**config.mk**
```make
export PLATFORM = sky130hd
export DESIGN_NAME = uart_rx
export DESIGN_NICKNAME = d
export VERILOG_FILES = /design/src/rtl/uart_pkg.sv /design/src/rtl/uart_rx_sync.sv /design/src/rtl/uart_rx.sv
export SDC_FILE = /design/constraint.sdc
export NUM_CORES = 1
export LEC_CHECK = 0
export CAP_MARGIN = 10
export CORE_MARGIN = 2
export CORE_UTILIZATION = 49
export CTS_CLUSTER_DIAMETER = 120
export DETAILED_ROUTE_END_ITERATION = 8
export PLACE_DENSITY = 0.78
export SYNTH_ARGS = -nofsm -noshare
export SYNTH_HDL_FRONTEND = slang
export SYNTH_SLANG_ARGS = --single-unit
```
**constraint.sdc**
```tcl
create_clock -name clk -period 1.41 [get_ports clk]
set_input_delay 0.282 -clock clk [delete_from_list [all_inputs] [get_ports clk]]
set_output_delay 0.282 -clock clk [all_outputs]
set_load 0.02 [all_outputs]
```
**src/rtl/uart_pkg.sv**
```systemverilog
// Shared UART definitions: frame geometry defaults and receiver state encoding.
package uart_pkg;

    localparam int unsigned UART_DATA_BITS  = 8;
    localparam int unsigned UART_OVERSAMPLE = 16;

    typedef enum logic [2:0] {
        RX_IDLE  = 3'd0,
        RX_START = 3'd1,
        RX_DATA  = 3'd2,
        RX_STOP  = 3'd3,
        RX_BREAK = 3'd4
    } rx_state_e;

    // Status flags raised by the receiver for one clock.
    typedef struct packed {
        logic framing_err;
        logic overrun;
    } rx_flags_t;

endpackage

```
**src/rtl/uart_rx_sync.sv**
```systemverilog
// Two-flop synchronizer for an asynchronous, idle-high serial line.
module uart_rx_sync (
    input  logic clk,
    input  logic rst_n,
    input  logic d,
    output logic q
);

    logic meta_q, meta_d;
    logic sync_q, sync_d;

    always_comb begin
        meta_d = d;
        sync_d = meta_q;
    end

    // Reset to 1 so a held-in-reset line looks idle, never like a start bit.
    always_ff @(posedge clk) begin
        if (!rst_n) begin
            meta_q <= 1'b1;
            sync_q <= 1'b1;
        end else begin
            meta_q <= meta_d;
            sync_q <= sync_d;
        end
    end

    assign q = sync_q;

endmodule

```
**src/rtl/uart_rx.sv**
```systemverilog
// 8N1 UART receiver: oversampled start/data/stop capture with a valid/ready
// output register, framing-error and overrun pulses.
module uart_rx
    import uart_pkg::*;
#(
    parameter int unsigned DATA_BITS  = UART_DATA_BITS,
    parameter int unsigned OVERSAMPLE = UART_OVERSAMPLE
) (
    input  logic                 clk,
    input  logic                 rst_n,
    input  logic                 sample_tick,
    input  logic                 rx,
    output logic [DATA_BITS-1:0] data_out,
    output logic                 valid,
    input  logic                 ready,
    output logic                 framing_err,
    output logic                 overrun,
    output logic                 busy
);

    localparam int unsigned TW = $clog2(OVERSAMPLE);
    localparam int unsigned BW = $clog2(DATA_BITS + 1);

    localparam logic [TW-1:0] HALF_LAST = TW'(OVERSAMPLE / 2 - 1);
    localparam logic [TW-1:0] FULL_LAST = TW'(OVERSAMPLE - 1);
    localparam logic [BW-1:0] BIT_LAST  = BW'(DATA_BITS - 1);

    logic rx_s;

    rx_state_e              state_q, state_d;
    logic [TW-1:0]          tick_cnt_q, tick_cnt_d;
    logic [BW-1:0]          bit_cnt_q, bit_cnt_d;
    logic [DATA_BITS-1:0]   shift_q, shift_d;
    logic [DATA_BITS-1:0]   data_q, data_d;
    logic                   valid_q, valid_d;
    rx_flags_t              flags_q, flags_d;
    logic                   busy_q, busy_d;
    logic                   deliver_c;
    logic                   stop_bad_c;

    uart_rx_sync u_sync (
        .clk   (clk),
        .rst_n (rst_n),
        .d     (rx),
        .q     (rx_s)
    );

    // Frame sequencer: all counting happens on sample_tick only.
    always_comb begin
        state_d    = state_q;
        tick_cnt_d = tick_cnt_q;
        bit_cnt_d  = bit_cnt_q;
        shift_d    = shift_q;
        deliver_c  = 1'b0;
        stop_bad_c = 1'b0;

        if (sample_tick) begin
            unique case (state_q)
                RX_IDLE: begin
                    if (!rx_s) begin
                        state_d    = RX_START;
                        tick_cnt_d = '0;
                    end
                end
                RX_START: begin
                    if (tick_cnt_q == HALF_LAST) begin
                        tick_cnt_d = '0;
                        bit_cnt_d  = '0;
                        state_d    = rx_s ? RX_IDLE : RX_DATA;
                    end else begin
                        tick_cnt_d = tick_cnt_q + TW'(1);
                    end
                end
                RX_DATA: begin
                    if (tick_cnt_q == FULL_LAST) begin
                        shift_d    = {rx_s, shift_q[DATA_BITS-1:1]};
                        tick_cnt_d = '0;
                        bit_cnt_d  = bit_cnt_q + BW'(1);
                        if (bit_cnt_q == BIT_LAST) begin
                            state_d = RX_STOP;
                        end
                    end else begin
                        tick_cnt_d = tick_cnt_q + TW'(1);
                    end
                end
                RX_STOP: begin
                    if (tick_cnt_q == FULL_LAST) begin
                        tick_cnt_d = '0;
                        if (rx_s) begin
                            deliver_c = 1'b1;
                            state_d   = RX_IDLE;
                        end else begin
                            stop_bad_c = 1'b1;
                            state_d    = RX_BREAK;
                        end
                    end else begin
                        tick_cnt_d = tick_cnt_q + TW'(1);
                    end
                end
                RX_BREAK: begin
                    if (rx_s) begin
                        state_d = RX_IDLE;
                    end
                end
                default: begin
                    state_d = RX_IDLE;
                end
            endcase
        end
    end

    // Output register: a pending unread byte wins over a newly completed one.
    always_comb begin
        data_d              = data_q;
        valid_d             = valid_q;
        flags_d.framing_err = stop_bad_c;
        flags_d.overrun     = 1'b0;
        busy_d              = (state_d != RX_IDLE);

        if (valid_q && ready) begin
            valid_d = 1'b0;
        end
        if (deliver_c) begin
            if (!valid_q || ready) begin
                data_d  = shift_q;
                valid_d = 1'b1;
            end else begin
                flags_d.overrun = 1'b1;
            end
        end
    end

    always_ff @(posedge clk) begin
        if (!rst_n) begin
            state_q    <= RX_IDLE;
            tick_cnt_q <= '0;
            bit_cnt_q  <= '0;
            shift_q    <= '0;
            data_q     <= '0;
            valid_q    <= 1'b0;
            flags_q    <= '0;
            busy_q     <= 1'b0;
        end else begin
            state_q    <= state_d;
            tick_cnt_q <= tick_cnt_d;
            bit_cnt_q  <= bit_cnt_d;
            shift_q    <= shift_d;
            data_q     <= data_d;
            valid_q    <= valid_d;
            flags_q    <= flags_d;
            busy_q     <= busy_d;
        end
    end

    assign data_out    = data_q;
    assign valid       = valid_q;
    assign framing_err = flags_q.framing_err;
    assign overrun     = flags_q.overrun;
    assign busy        = busy_q;

endmodule

```
* After elaboration in Yosys (flattened, before gate mapping) *
Cells that the tools add are included.

storage, ports and cells
  flip-flop bits (word level) = 33
  bits in latches = 0
  bits in writable memories = 0
  ROM bits = 0
  input port bits = 5
  output and inout bits = 12
  word-level logic and storage cells = 63
  memories = 0

cells by class
  add/sub/neg operators = 2
  $mul = 0
  divide/modulo/power cells = 0
  $lt $le $gt $ge = 0
  equal/unequal tests = 10
  shift-type cells = 0
  mux-type cells = 26
  bitwise gates (word level) = 0
  reduce and logical (&&, ||, !) cells = 14

operators by type and width
  kind                                                  count
  2-to-1 mux 3 bit                                      8
  2-to-1 mux 4 bit                                      5
  one-hot mux 3 bit (5 select lines)                    1
  one-hot mux 4 bit (3 select lines)                    1
  2-to-1 mux 1 bit                                      9
  adder 4 x 1 -> 4 bit (second input constant)          2
  equality test 4 x 3 -> 1 bit (second input constant)  2
  one-hot mux 4 bit (2 select lines)                    1
  AND reduction 4 bit                                   2
  equality test 3 x 2 -> 1 bit (second input constant)  2
  inequality test 2 bit (second input constant)         3
  AND reduction 3 bit                                   2
  nonzero test 3 bit                                    2
  equality test 4 bit (second input constant)           1
  AND reduction 2 bit                                   2
  equality test 3 x 1 -> 1 bit (second input constant)  1
  equality test 3 bit (second input constant)           1
  zero test 3 bit                                       1
  2-to-1 mux 2 bit                                      1
  nonzero test 2 bit                                    1
  OR reduction 2 bit                                    1
  logical AND 1 bit                                     1
  zero test 1 bit                                       1
  logical OR 1 bit                                      1

* Depth between registers and ports, before layout *
  depth in word-level cells = 6
  mapped depth = 6
  mapped depth without buffers = 5

* Cells and area by module *
A second synthesis with hierarchy kept.

unflattened totals
  cells, all modules = 154
  area total of the unflattened synthesis = 1475.2 µm²

by module, submodules not included
  module        instances  cells each  area an instance (µm²)  seq. area each (µm²)
  uart_rx       1          150         1422.6                  620.6
  uart_rx_sync  1          4           52.6                    40.0

* Worst setup path before layout *
No wires, ideal clock.

  path kind = reg2reg
  from = reg tick_cnt_q[0]
  to = reg bit_cnt_q[3]
  setup time = 119 ps
  data arrival time = 1411 ps
  required time = 1291 ps
  path slack = -120 ps
  cell stages (with the launch flop) = 7
  path buffers = 1
  clock period less this slack = 1530 ps
  path through = dfxtp_1 ha_1 and2_1 and3_4 buf_6 and2_1 o221a_1

between the ends
  longest elaborated chain between the ends = 3
  elaborated cells between the ends (all ways) = 5
  classes of those cells = 4 x eq/ne; 1 x reduce/logical

ends and longest elaborated chain
  element                                                                     RTL line                      text
  from (decl)                                                                 uart_rx.sv:31                 logic [TW-1:0] tick_cnt_q, tick_cnt_d;
  from (signal assigned)                                                      uart_rx.sv:145                tick_cnt_q <= tick_cnt_d;
  equality test 4 bit / equality test 4 x 3 -> 1 bit (equally long branches)  uart_rx.sv:75, uart_rx.sv:66
  inequality test 2 bit (no source line)                                      --
  AND reduction 4 bit (no source line) (*)                                    --
  to (signal assigned)                                                        uart_rx.sv:146                bit_cnt_q <= bit_cnt_d;
  to (decl)                                                                   uart_rx.sv:32                 logic [BW-1:0] bit_cnt_q, bit_cnt_d;

Mark *: on every way between the ends. The rest lies on a longest branch, timed or not.
A chain may end at the register's enable or synchronous reset.

* Worst setup path after layout *
  from = reg tick_cnt_q[0]
  to = reg busy_q, in the netlist busy

between the ends
  longest elaborated chain between the ends = 5
  elaborated cells between the ends (all ways) = 8
  classes of those cells = 2 x eq/ne; 5 x mux; 1 x reduce/logical

ends and longest elaborated chain
  element                                                                     RTL line                                     text
  equality test 4 bit / equality test 4 x 3 -> 1 bit (equally long branches)  uart_rx.sv:75, uart_rx.sv:87, uart_rx.sv:66
  2-to-1 mux 3 bit, on equally long branches                                  uart_rx.sv:87, uart_rx.sv:66, uart_rx.sv:75
  one-hot mux 3 bit (5 select lines) (*)                                      uart_rx.sv:58                                unique case (state_q)
  2-to-1 mux 3 bit (*)                                                        uart_rx.sv:57                                if (sample_tick) begin
  nonzero test 3 bit (*)                                                      uart_rx.sv:118                               busy_d = (state_d != RX_IDLE);
  to (signal assigned)                                                        uart_rx.sv:151                               busy_q <= busy_d;
  to (decl)                                                                   uart_rx.sv:37                                logic busy_q, busy_d;

Marks and branches as above.

==> results.yml <==
clocking:
  htree_levels: 2
  cts_made_buffers: 5
  clock_path_buffers: 2
  cts_root_buf: "clkbuf_4"
  clk_pin_slew_worst_paths_ns: 0.10
  clk_latency_ns: 0.33
  clock_sinks: 33
  cts_tree: "yes"
die:
  fp-row-count: 19
  die_w_um: 58.96
  core_mm2: 0.002805
  ios: 17
  fp.dieArea_mm2: 0.003476
  start_util_pct: 52.77
  die_h_um: 58.96
drt:
  viasPerCell: 5.674
  vias: 1237
  remaining_drc_errors: 2
  detailedRoute.firstIterationViolations: 41
  routed_wirelength_um: 3225
  firstDrtPassIters: 8
  ant_nets: 0
  routedWlPerCell_um: 14.79
logic_synthesis:
  ys.flop_type: "dfxtp_1"
  synth_nets: 157
  async_flop_share_pct: 0
  synth_warnings: 0
  ys_types: 44
  syn_inst: 150
  synth-edff-count: 0
  synth_area_mm2: 0.001480
  avgSynthCellArea_um2: 9.868
  synth_seq_cells: 33
  ys_seq_area_share_pct: 44.63
timing:
  period_minus_slack_ns: 1.421
  rsz0062_at_grt: "yes"
  fin_crit_sh_pct: 100.8
  finalSetupViolCount: 2
  clock_skew_ns: 0.003996
  holdWs_ns: 0.4325
  max_slew_margin_pct: 74.50
  hold_violations: 0
  setup_tns_ns: -0.01276
  tightestPinTransition_ns: 0.3808
  setup_ws_ns: -0.01094
  max_freq_ghz: 0.7038
  report.final.slew_viol_count: 0
final_layout:
  nNetsFinal: 193
  multi_input_area_um2: 810.8
  num_antenna_cells: 0
  design_area_mm2: 0.001936
  seqCellArea_um2: 669.4
  num-fill-cells: 226
  drive_gt1_share_pct: 27.81
  areaGrowthSynthToFinish_pct: 30.77
power_and_ir_drop:
  switchingPower_mw: 0.3519
  p_leak_nw: 0.8620
  power_frac_clock_pct: 41.9
  vdd_drop_max_uv: 668.9
  swShare_pct: 20.14
  power_density_mw_per_mm2: 902.6
  internal-power_mw: 1.395
  combPwrFrac_pct: 4.5
  power.share.sequential_pct: 53.6
outcome:
  status: "complete, but fails checks"
  violations: "DRC, setup timing"
placed_design:
  port_buffers: 16
  place_hpwl_um: 2245
  routabilityCongestion: 0.9412
  placed_area_mm2: 0.001775
  dp_slack_ns: -0.4230
grt:
  grt_overflow: 0
  antenna_found_initial: 0
  grt_max_degree: 20
  grt_pass1_vias: 1236
  grt_pass1_wl_um: 5340
  grtUsageTotal_pct: 20.97
setup_path:
  cp_data_required_time_ns: 1.63
  cp-start-kind: "flip-flop"
  arrival_ns: 1.65
  path_class: "reg -> reg"
  endpoint_kind: "flip-flop"
  critPathMaxFanout: 6
min_path:
  holdCritPathClass: "reg -> reg"
flow_run:
  maxCapViolCount: 0
-- sequential cells by signal, summed over array words and instances (netlist names) --
name and cells:
bit_cnt_q 4, busy 1, state_q 3, valid 1, shift_q 8, overrun 1
framing_err 1, data_out 8, u_sync.q 1, u_sync.meta_q 1, tick_cnt_q 4
-- final cells by class --
cell class                      count  share of cell area [%]
Multi-Input combinational cell    104                   41.89
Sequential cell                    33                   34.58
Timing Repair Buffer               38                   16.35
Clock buffer                        7                   2.844
Tap cell                           31                   2.004
Clock inverter                      1                   1.551
Inverter                            4                  0.7757
-- power groups by stage --
stage	clock [mW]	sequential, mW	combinational (mW)
after global placement	0	0.960	0.0726
final	0.732	0.937	0.0784
after detailed placement	0	0.960	0.0735
after CTS	0.765	0.938	0.0741
after floorplan	0	0.960	0.0415
after global routing	0.816	0.938	0.0847
-- Yosys cell counts (2+ instances only) --
library cell | instances | share of area (%)
dfxtp_1 | 33 | 45
nor2_1 | 24 | 6.1
mux2i_1 | 19 | 13
and2_1 | 4 | 1.7
clkbuf_1 | 4 | 1.0
nand2_1 | 4 | 1.0
nand2b_1 | 4 | 1.7
nand3_1 | 4 | 1.4
a21oi_1 | 3 | 1.0
buf_6 | 3 | 2.3
inv_1 | 3 | 0.76
nand3b_1 | 3 | 1.5
o21ai_0 | 3 | 1.0
a211oi_1 | 2 | 1.0
a22oi_1 | 2 | 1.0
a32oi_1 | 2 | 1.2
buf_2 | 2 | 0.68
ha_1 | 2 | 1.7
nand4_1 | 2 | 0.85
nor3_1 | 2 | 0.68
nor3b_1 | 2 | 1.0
-- cell families (layout without fill, tap and decap cells) --
family	Yosys count	in the layout	synth area share, %
compound gates	20	20	9.975
mux	20	20	13.61
xor+xnor	1	1	0.5918
flops	33	33	44.63
simple gates	60	61	24.01
fa+ha+maj	2	2	1.690
buf+inv	14	50	5.494
-- metrics by stage --
stage | power, mW | utilization (%) | cells
after floorplan | 1.002 | - | 150
after global placement | 1.032 | 63.29 | 206
after detailed placement | 1.033 | 63.29 | 206
after CTS | 1.777 | 67.35 | 218
after global routing | 1.838 | 69.00 | 218
final | 1.747 | 69.00 | 218
-- placed cells by master, fill, tap and decap left out, drive strengths merged, types with 4 or more instances in the layout --
cell          n
dfxtp        33
nor2         24
buf          22
mux2i        19
dlygate4sd2  13
clkbuf        7
nand2b        4
nand3         4
nand2         4
and2          4
-- critical path, stage by stage (launching register included) --
cell	delay (ns)
dfxtp_2	0.37
ha_4	0.15
and2_4	0.18
a211oi_1	0.08
o311a_1	0.36
nand4bb_1	0.19
-- what timing repair did --
action,CTS,global route
gates cloned,1,0
resized for setup,17,12
hold buffers,0,0
pin swaps,4,6
setup buffers,3,0
endpoints found under the setup margin,33,15
endpoints found under the hold margin,0,0
-- routing by layer --
metal  track usage [%]  wire length (µm)
met1             21.98              1371
met2             37.14              1582
met3             7.912               177
met4             9.091                94
met5                 0                 0
-- final timing paths --
path	from	to	slack [ns]	cells after the start
hold / removal	u_sync.meta_q	u_sync.q	0.43	1
setup reg to reg	tick_cnt_q[0]	busy	-0.01	5
setup / recovery	tick_cnt_q[0]	busy	-0.01	5
hold reg to reg	u_sync.meta_q	u_sync.q	0.43	1
Power figures use the tool's default switching activity.
